`config.mk`:
```
export PLATFORM = sky130hd
export DESIGN_NAME = freq_counter_gated
export DESIGN_NICKNAME = d
export VERILOG_FILES = /design/src/rtl/freq_meas_pkg.sv /design/src/rtl/pps_sync_edge.sv /design/src/rtl/freq_counter_gated.sv
export SDC_FILE = /design/constraint.sdc
export NUM_CORES = 1
export LEC_CHECK = 0
export BUFFER_PORTS_ARGS = -buffer_cell sky130_fd_sc_hd__clkbuf_2
export CORE_UTILIZATION = 43
export CTS_CLUSTER_DIAMETER = 120
export DETAILED_ROUTE_END_ITERATION = 7
export HOLD_SLACK_MARGIN = 0.15
export PLACE_DENSITY = 0.63
export RECOVER_POWER = 50
export SYNTH_ARGS = -nofsm -noshare
export SYNTH_HDL_FRONTEND = slang
export SYNTH_SLANG_ARGS = --single-unit
export TNS_END_PERCENT = 100
```
`constraint.sdc`:
```
create_clock -name i_clk -period 5.25 [get_ports i_clk]
set_clock_uncertainty 0.1 [all_clocks]
set_input_delay 0.525 -clock i_clk [delete_from_list [all_inputs] [get_ports i_clk]]
set_output_delay 0.525 -clock i_clk [all_outputs]
set_load 0.05 [all_outputs]
```
`src/rtl/freq_meas_pkg.sv`:
```
// Types and default constants shared by the PPS-gated frequency counter and phase_meas.
package freq_meas_pkg;

   typedef enum logic {
      ST_IDLE = 1'b0,
      ST_MEAS = 1'b1
   } meas_state_e;

   localparam int NOMINAL_DFLT = 100_000_000;
   localparam int TIMEOUT_DFLT = 110_000_000;

endpackage

```
`src/rtl/pps_sync_edge.sv`:
```
// Three-flop synchroniser for an asynchronous PPS input with a one-cycle rising-edge pulse.
module pps_sync_edge (
   input  logic i_clk,
   input  logic i_res_n,
   input  logic i_async,
   output logic o_edge
);

   logic [2:0] sync_q;

   always_ff @(posedge i_clk or negedge i_res_n) begin
      if (!i_res_n) begin
         sync_q <= '0;
      end else begin
         sync_q <= {sync_q[1:0], i_async};
      end
   end

   // stage 0 may be metastable; the edge is taken between stages 1 and 2
   assign o_edge = sync_q[1] & ~sync_q[2];

endmodule

```
`src/rtl/freq_counter_gated.sv`:
```
// PPS-gated reference-clock frequency counter with programmable gate length,
// signed deviation from nominal, and PPS-loss timeout with automatic re-arm.
//
// state   | meaning
// --------+-----------------------------------------------------------
// ST_IDLE | armed; next synchronised PPS edge opens a gate (no result)
// ST_MEAS | gate running; counting cycles and PPS periods
module freq_counter_gated
   import freq_meas_pkg::*;
#(
   parameter int CNT_W   = 32,
   parameter int GSEL_W  = 4,
   parameter int NOMINAL = NOMINAL_DFLT,
   parameter int TIMEOUT = TIMEOUT_DFLT
) (
   input  logic              i_clk,
   input  logic              i_res_n,
   input  logic              i_pps,
   input  logic              i_clr,
   input  logic [GSEL_W-1:0] i_gate_sel,
   output logic [CNT_W-1:0]  o_freq,
   output logic [CNT_W-1:0]  o_dev,
   output logic [GSEL_W:0]   o_gate_len,
   output logic              o_valid,
   output logic              o_sat,
   output logic              o_pps_lost
);

   localparam int TO_W  = $clog2(TIMEOUT + 1);
   localparam int LEN_W = GSEL_W + 1;

   localparam logic [CNT_W-1:0] CNT_MAX = '1;
   localparam logic [CNT_W-1:0] NOM_C   = CNT_W'(NOMINAL);
   localparam logic [TO_W-1:0]  TO_LAST = TO_W'(TIMEOUT - 1);
   localparam logic [TO_W-1:0]  TO_END  = TO_W'(TIMEOUT);

   logic              pps_edge;
   meas_state_e       state_q;
   logic [CNT_W-1:0]  cnt_q;
   logic              sat_q;
   logic [LEN_W-1:0]  per_q;
   logic [LEN_W-1:0]  glen_q;
   logic [CNT_W-1:0]  exp_q;
   logic [TO_W-1:0]   to_q;
   logic              lost_q;
   logic [CNT_W-1:0]  freq_q;
   logic [CNT_W-1:0]  dev_q;
   logic [LEN_W-1:0]  olen_q;
   logic              valid_q;
   logic              osat_q;

   logic              cnt_full;
   logic              gate_done;
   logic [CNT_W-1:0]  freq_close;
   logic [CNT_W-1:0]  exp_close;
   logic [LEN_W-1:0]  len_next;

   pps_sync_edge u_pps_sync (
      .i_clk   (i_clk),
      .i_res_n (i_res_n),
      .i_async (i_pps),
      .o_edge  (pps_edge)
   );

   // the closing edge itself is the last counted cycle, hence the +1
   assign cnt_full   = (cnt_q == CNT_MAX);
   assign freq_close = cnt_full ? CNT_MAX : cnt_q + CNT_W'(1);
   assign exp_close  = exp_q + NOM_C;
   assign gate_done  = ((per_q + LEN_W'(1)) == glen_q);
   assign len_next   = LEN_W'(i_gate_sel) + LEN_W'(1);

   always_ff @(posedge i_clk or negedge i_res_n) begin
      if (!i_res_n) begin
         state_q <= ST_IDLE;
         cnt_q   <= '0;
         sat_q   <= 1'b0;
         per_q   <= '0;
         glen_q  <= LEN_W'(1);
         exp_q   <= '0;
         to_q    <= '0;
         lost_q  <= 1'b0;
         freq_q  <= '0;
         dev_q   <= '0;
         olen_q  <= LEN_W'(1);
         valid_q <= 1'b0;
         osat_q  <= 1'b0;
      end else begin
         valid_q <= 1'b0;
         if (i_clr) begin
            state_q <= ST_IDLE;
            cnt_q   <= '0;
            sat_q   <= 1'b0;
            per_q   <= '0;
            exp_q   <= '0;
            to_q    <= '0;
            lost_q  <= 1'b0;
         end else if (pps_edge) begin
            to_q   <= '0;
            lost_q <= 1'b0;
            if (state_q == ST_MEAS && gate_done) begin
               freq_q  <= freq_close;
               dev_q   <= freq_close - exp_close;
               olen_q  <= glen_q;
               osat_q  <= sat_q | cnt_full;
               valid_q <= 1'b1;
            end
            // gate start: from IDLE, or back-to-back after a close
            if (state_q == ST_IDLE || gate_done) begin
               state_q <= ST_MEAS;
               cnt_q   <= '0;
               sat_q   <= 1'b0;
               per_q   <= '0;
               exp_q   <= '0;
               glen_q  <= len_next;
            end else begin
               per_q <= per_q + LEN_W'(1);
               exp_q <= exp_close;
               if (cnt_full) begin
                  sat_q <= 1'b1;
               end else begin
                  cnt_q <= cnt_q + CNT_W'(1);
               end
            end
         end else begin
            if (to_q != TO_END) begin
               to_q <= to_q + TO_W'(1);
            end
            if (to_q == TO_LAST) begin
               lost_q  <= 1'b1;
               state_q <= ST_IDLE;
            end
            if (state_q == ST_MEAS) begin
               if (cnt_full) begin
                  sat_q <= 1'b1;
               end else begin
                  cnt_q <= cnt_q + CNT_W'(1);
               end
            end
         end
      end
   end

   assign o_freq     = freq_q;
   assign o_dev      = dev_q;
   assign o_gate_len = olen_q;
   assign o_valid    = valid_q;
   assign o_sat      = osat_q;
   assign o_pps_lost = lost_q;

endmodule

```
==> results of run 1 <==
-- placed cells by master, fill, tap and decap left out, types with 26 or more instances in the layout --
cell        n
nand3_1    45
a22o_1     29
a31oi_1    29
o21ai_0    58
clkbuf_1   73
dfrtp_1   166
xor2_1     48
ha_1       30
nor2_1     89
nand2_1   134
a21oi_1    26
xnor2_1    41
-- timing repair --
item | CTS | global route
hold buffers | 2 | 0
setup endpoints to repair | 0 | 0
hold endpoints to repair | 87 | 0
-- flip-flops by register name (all words and copies together) (netlist names) --
| signal | cells |
|---|---|
| o_pps_lost | 1 |
| o_valid | 1 |
| sat_q | 1 |
| o_dev | 30 |
| o_freq | 32 |
| o_gate_len | 5 |
| per_q | 5 |
| u_pps_sync.sync_q | 3 |
| to_q | 27 |
| cnt_q | 32 |
| state_q | 1 |
| glen_q | 5 |
| o_sat | 1 |
| exp_q | 24 |
-- cell type report --
type                            instances  area, um^2  area share, %
Multi-Input combinational cell        703        4372          43.90
Sequential cell                       168        4207          42.24
Clock buffer                           17       425.4          4.272
Timing Repair Buffer                   89       376.6          3.782
Tap cell                              270       337.8          3.392
Clock inverter                         15       157.7          1.583
Inverter                               22       82.58         0.8292
-- report_power, final --
group,switching (W),internal (W),total [W]
sequential,0.0000462,0.00136,0.00141
combinational,0.000333,0.0000949,0.000428
clock,0.000565,0.000673,0.00124
total,0.000944,0.00213,0.00307
-- kinds of logic (layout without fill, tap and decap cells) --
group | Yosys count | after routing
xor+xnor | 91 | 91
fa+ha+maj | 30 | 30
compound gates | 206 | 206
buf+inv | 66 | 143
simple gates | 369 | 369
mux | 7 | 7
flops | 168 | 168
-- through the flow --
step	cell area (um^2)	worst slack, ps	utilization [%]	total power, W	hold WS (ps)
after floorplan	8874	1502	-	0.001751	129.4
after global placement	9460	857.5	46.75	0.001875	232.9
after detailed placement	9460	745.5	46.75	0.001881	239.5
after CTS	10060	692.2	49.73	0.003126	152.3
after global routing	9958	278.5	49.21	0.003199	175.8
final	9958	702.8	49.21	0.003075	172.6
-- critical path, cell delays in order, from the launching register on --
cell and delay [ps]:
dfrtp_1 410, ha_1 220, nand3_1 100, nor2_1 320
and2_2 280, nand3_1 110, or3_1 690, nand2_1 240
ha_1 320, a21oi_1 210, a21oi_1 120, o311ai_0 450
a21oi_1 240, o31ai_1 330, and3_1 200, o31ai_1 70
-- worst max-delay path by stage --
stage	start	endpoint	slack, ps
2_1_floorplan	cnt_q[0]$_DFFE_PN0P_	o_dev[30]$_DFFE_PN0P_	1500
3_3_place_gp	cnt_q[0]$_DFFE_PN0P_	o_dev[31]$_DFFE_PN0P_	860
3_5_place_dp	cnt_q[0]$_DFFE_PN0P_	o_dev[30]$_DFFE_PN0P_	750
4_1_cts	cnt_q[0]$_DFFE_PN0P_	o_dev[31]$_DFFE_PN0P_	690
5_1_grt	cnt_q[0]$_DFFE_PN0P_	o_dev[30]$_DFFE_PN0P_	280
6_report	cnt_q[0]$_DFFE_PN0P_	o_dev[30]$_DFFE_PN0P_	700
-- layer usage --
layer / vias to the layer above / GRT usage [%]
met5: - / 0
met3: 21 / 3.323
met4: 0 / 6.158
met1: 3317 / 27.39
met2: 150 / 31.01
li1: 3463 / -
==> results.sh, run 1 <==
export IMPL_outcome="finished, violations left"
export IMPL_violations="max-capacitance violations, max-slew violations"
export IMPL_clkTransAtPathRegs_ps=70
export IMPL_grt_pass1_wl_mm=33.42
export IMPL_dr_wl_met2_mm=9.252
export IMPL_clock_root_buffer="clkbuf_16"
export IMPL_antenna_left=0
export IMPL_min_from="i_gate_sel[0]"
export IMPL_h_tree_depth=4
export IMPL_yosys_area_share_simple_pct=19.47
export IMPL_ff2ff_path_depth=15
export IMPL_cts_resized=0
export IMPL_synth_seq_cells=168
export IMPL_synth_warnings=0
export IMPL_slew_viol_final=128
export IMPL_r2r_start="cnt_q[0]$_DFFE_PN0P_"
export IMPL_clock_latency_ps=430
export IMPL_hold_depth=2
export IMPL_crit_fanout=25
export IMPL_initial_core_util_pct=43.85
export IMPL_antenna_found_initial=0
export IMPL_track_usage_pct=19.56
export IMPL_start_kind="flop"
export IMPL_numCtsBuffers=17
export IMPL_syn_area_per_cell_um2=9.470
export IMPL_relSlewSlack_pct=-44.68
export IMPL_syn_nets=975
export IMPL_hold_end="glen_q[0]$_DFFE_PN1P_"
export IMPL_place_inst=1250
export IMPL_synth_fa_ha_area_share_pct=4.230
export IMPL_gp_congestion=0.8325
export IMPL_drc_errors=0
export IMPL_num_vias=6951
export IMPL_fillers=1951
export IMPL_worstSetupPathType="reg -> reg"
export IMPL_synth_xor_area_share_pct=9.306
export IMPL_synth_top_family_by_area="simple AND/OR/NAND/NOR gates"
export IMPL_syn_area_um2=8874
export IMPL_synthFlopType="dfrtp_1"
export IMPL_synth_most_common_cell="dfrtp_1"
export IMPL_achievable_frequency_mhz=219.9
export IMPL_syn_inst=937
export IMPL_reg2reg_setup_slack_ps=700
export IMPL_cts_buffer_depth=2
export IMPL_clkSinkCount=168
export IMPL_synthTopCellsByArea="dfrtp_1, nand2_1, xor2_1"
export IMPL_routed_wl_mm=19.98
export IMPL_yosysSeqAreaShare_pct=47.41
export IMPL_ios=80
export IMPL_yosysTopAreaCellShare_pct=46.81
export IMPL_crit_path_end_kind="flop"
export IMPL_grt_overflow=0
export IMPL_post_cts_buffers=0
export IMPL_die_w_um=145.7
export IMPL_area_delta_synth_final_pct=12.23
export IMPL_muxShareOfSynthArea_pct=0.8883
export IMPL_die_y_um=145.7
export IMPL_setup_tns_ps=0
export IMPL_wl_met3_um=723
export IMPL_cts_tree="built"
export IMPL_grt_start_max_net_pins=89
export IMPL_drt_pass1_iterations=5
export IMPL_finalHoldViolCount=0
export IMPL_io_buffers=79
export IMPL_grt_pass1_vias=6508
export IMPL_synth_edff_count=0
export IMPL_drt_met1_wl_mm=9.724
export IMPL_worst_slew_pin_slew_ps=2170
export IMPL_fin_crit_sh_pct=86.61
export IMPL_dr_first_iter_drc_count=345
export IMPL_min_period_ps=4547
export IMPL_antenna_cells=0
export IMPL_routedWlPerCell_um=15.56
export IMPL_synth_common_cells="dfrtp_1, nand2_1, nor2_1, o21ai_0, xor2_1"
export IMPL_synth_compound_area_share_pct=15.34
export IMPL_vdd_drop_max_uv=220.2
export IMPL_setup_violations=0
export IMPL_rsz0062_at_grt="false"
export IMPL_p_leak_nw=4.557
export IMPL_rr_endpoint="o_dev[30]$_DFFE_PN0P_"
export IMPL_drive_above_1_share_pct=7.002
export IMPL_layoutNonFillerInstCount=1284
export IMPL_worstPathRequired_ps=5440
export IMPL_viasPerCell=5.414
export IMPL_cp_data_arrival_time_ps=4740
export IMPL_maxCapViolCount=2
export IMPL_powerDensity_nw_per_um2=308.7
export IMPL_design_core_area_um2=20230
export IMPL_fin_nets=1039
export IMPL_async_flop_share_pct=100.0
export IMPL_die_area_um2=21210
export IMPL_synth_top_area_cell="dfrtp_1"
export IMPL_top_layer_used="met4"
export IMPL_post_dp_hpwl_mm=14.01
export IMPL_ys_types=64
export IMPL_min_path_type="in -> reg"
export IMPL_std_cell_rows=52
No activity file was read; power rests on OpenSTA's default activity.
==> run 2: changes to the inputs <==
--- a/config.mk
+++ b/config.mk
@@ -6,12 +6,14 @@
 export NUM_CORES = 1
 export LEC_CHECK = 0
 export BUFFER_PORTS_ARGS = -buffer_cell sky130_fd_sc_hd__clkbuf_2
+export CORE_ASPECT_RATIO = 0.7
 export CORE_UTILIZATION = 43
 export CTS_CLUSTER_DIAMETER = 120
 export DETAILED_ROUTE_END_ITERATION = 7
 export HOLD_SLACK_MARGIN = 0.15
 export PLACE_DENSITY = 0.63
 export RECOVER_POWER = 50
+export SKIP_CTS_REPAIR_TIMING = 1
 export SYNTH_ARGS = -nofsm -noshare
 export SYNTH_HDL_FRONTEND = slang
 export SYNTH_SLANG_ARGS = --single-unit
==> results.sh, run 2 (same netlist as run 1, synthesis figures left out) <==
export IMPL_achievable_frequency_mhz=209.6
export IMPL_outcome="finished, violations left"
export IMPL_pre_cts_slack_ps=539.8
export IMPL_fin_area_um2=9972
export IMPL_routed_wl_mm=20.68
export IMPL_drc_errors=0
export IMPL_power_w=0.003113
export IMPL_regArea_um2=4207
export IMPL_grt_start_max_net_pins=95
export IMPL_antenna_left=0
export IMPL_cts_tree="built"
export IMPL_vdd_drop_max_uv=208.3
export IMPL_numCtsBuffers=17
export IMPL_area_delta_synth_final_pct=12.38
export IMPL_drive_above_1_share_pct=6.995
export IMPL_grtUsageMet1_pct=33.02
export IMPL_h_tree_depth=4
export IMPL_min_path_type="in -> reg"
export IMPL_post_dp_hpwl_mm=14.52
export IMPL_fin_crit_sh_pct=90.89
export IMPL_p_leak_nw=4.564
export IMPL_grt_pass1_vias=6473
export IMPL_grt_overflow=0
export IMPL_hold_depth=2
export IMPL_routedWlPerCell_um=16.09
export IMPL_antenna_cells=0
export IMPL_track_usage_pct=20.87
export IMPL_setup_tns_ps=0
export IMPL_antenna_found_initial=0
export IMPL_use_met2_pct=28.31
export IMPL_std_cell_rows=43
export IMPL_worstSetupPathType="reg -> reg"
export IMPL_dr_first_iter_drc_count=546
export IMPL_relSlewSlack_pct=-58.52
export IMPL_place_area_um2=9469
export IMPL_start_kind="flop"
export IMPL_slew_viol_final=171
export IMPL_cts_buffer_depth=2
export IMPL_worst_slew_pin_slew_ps=2378
export IMPL_design_core_area_um2=20010
export IMPL_violations="max-capacitance violations, max-slew violations"
export IMPL_rsz0062_at_grt="false"
export IMPL_die_area_um2=21220
export IMPL_clkTransAtPathRegs_ps=70
export IMPL_powerDensity_nw_per_um2=312.1
export IMPL_die_w_um=173.7
export IMPL_fillers=1919
export IMPL_num_vias=6944
export IMPL_ff2ff_path_depth=16
export IMPL_setup_violations=0
export IMPL_grt_pass1_wl_mm=34.49
export IMPL_crit_path_end_kind="flop"
export IMPL_viasPerCell=5.404
export IMPL_drt_pass1_iterations=5
export IMPL_utilization_pct=49.83
export IMPL_clkSinkCount=168
export IMPL_fin_nets=1040
export IMPL_maxCapViolCount=3
export IMPL_gp_congestion=0.8621
export IMPL_finalHoldViolCount=0
export IMPL_final_common_cell="dfrtp_1"
export IMPL_setup_slack_ps=478.4
export IMPL_worstPathRequired_ps=5450
export IMPL_grt_util_met3_pct=3.808
export IMPL_cp_data_arrival_time_ps=4970
export IMPL_most_common_layout_cells="dfrtp_1, nand2_1, nor2_1"
export IMPL_ios=80
export IMPL_grt_busiest_layer="met1"
export IMPL_die_y_um=122.2
export IMPL_clock_latency_ps=440
export IMPL_io_buffers=79
export IMPL_initial_core_util_pct=44.34
export IMPL_min_period_ps=4772
export IMPL_crit_fanout=36
export IMPL_clock_root_buffer="clkbuf_16"
export IMPL_multi_input_area_um2=4373
run 2: per-stage QoR:
step | hold WS, ps | instances
detailed placement | 234.7 | 1251
CTS | 98.93 | 1283
floorplan | 129.4 | 937
finish | 173.6 | 1285
global route | 161.8 | 1285
global placement | 233.5 | 1251
run 2: report_power, final:
group          internal [W]  leakage, nW  switching, W
Combinational     0.0000952         1.97      0.000335
Clock              0.000719        0.288      0.000553
Sequential          0.00136         2.31     0.0000472
Total               0.00218         4.56      0.000935
run 2: cell type report:
cell class | count | area share (%)
repair buffers | 90 | 3.864
flip-flops and latches | 168 | 42.18
clock inverters | 13 | 1.443
multi-input cells | 703 | 43.85
well taps | 270 | 3.388
clock buffers | 19 | 4.442
inverters | 22 | 0.8281
run 2: final timing paths:
| kind | from | end | slack [ps] |
|---|---|---|---|
| worst max-delay path | cnt_q[0]$_DFFE_PN0P_ | o_dev[30]$_DFFE_PN0P_ | 480 |
| min in group asynchronous | i_res_n | o_dev[4]$_DFFE_PN0P_ | 1210 |
| worst min-delay path | i_gate_sel[0] | glen_q[0]$_DFFE_PN1P_ | 170 |
| max in group asynchronous | i_res_n | o_freq[20]$_DFFE_PN0P_ | 1140 |
| worst max register to register | cnt_q[0]$_DFFE_PN0P_ | o_dev[30]$_DFFE_PN0P_ | 480 |
| worst min register to register | u_pps_sync.sync_q[0]$_DFF_PN0_ | u_pps_sync.sync_q[1]$_DFF_PN0_ | 250 |
run 2: layer usage:
layer  vias to the layer above  routed length [um]
met2                       160                8175
met3                        18                1050
met5                         -                   0
met1                      3299               11220
li1                       3467                   -
met4                         0                 232
run 2: critical path, cell delays in order, from the launching register on:
cell and delay [ps]:
dfrtp_1 410, ha_1 230, nand3_1 120, nor2_1 350, and2_2 290, nand3_1 120
or3_2 770, nand2_1 210, ha_1 310, a21oi_1 230, a21oi_1 130, o311ai_0 350
buf_4 180, a21oi_1 140, o31ai_1 380, and3_1 210, o31ai_1 70
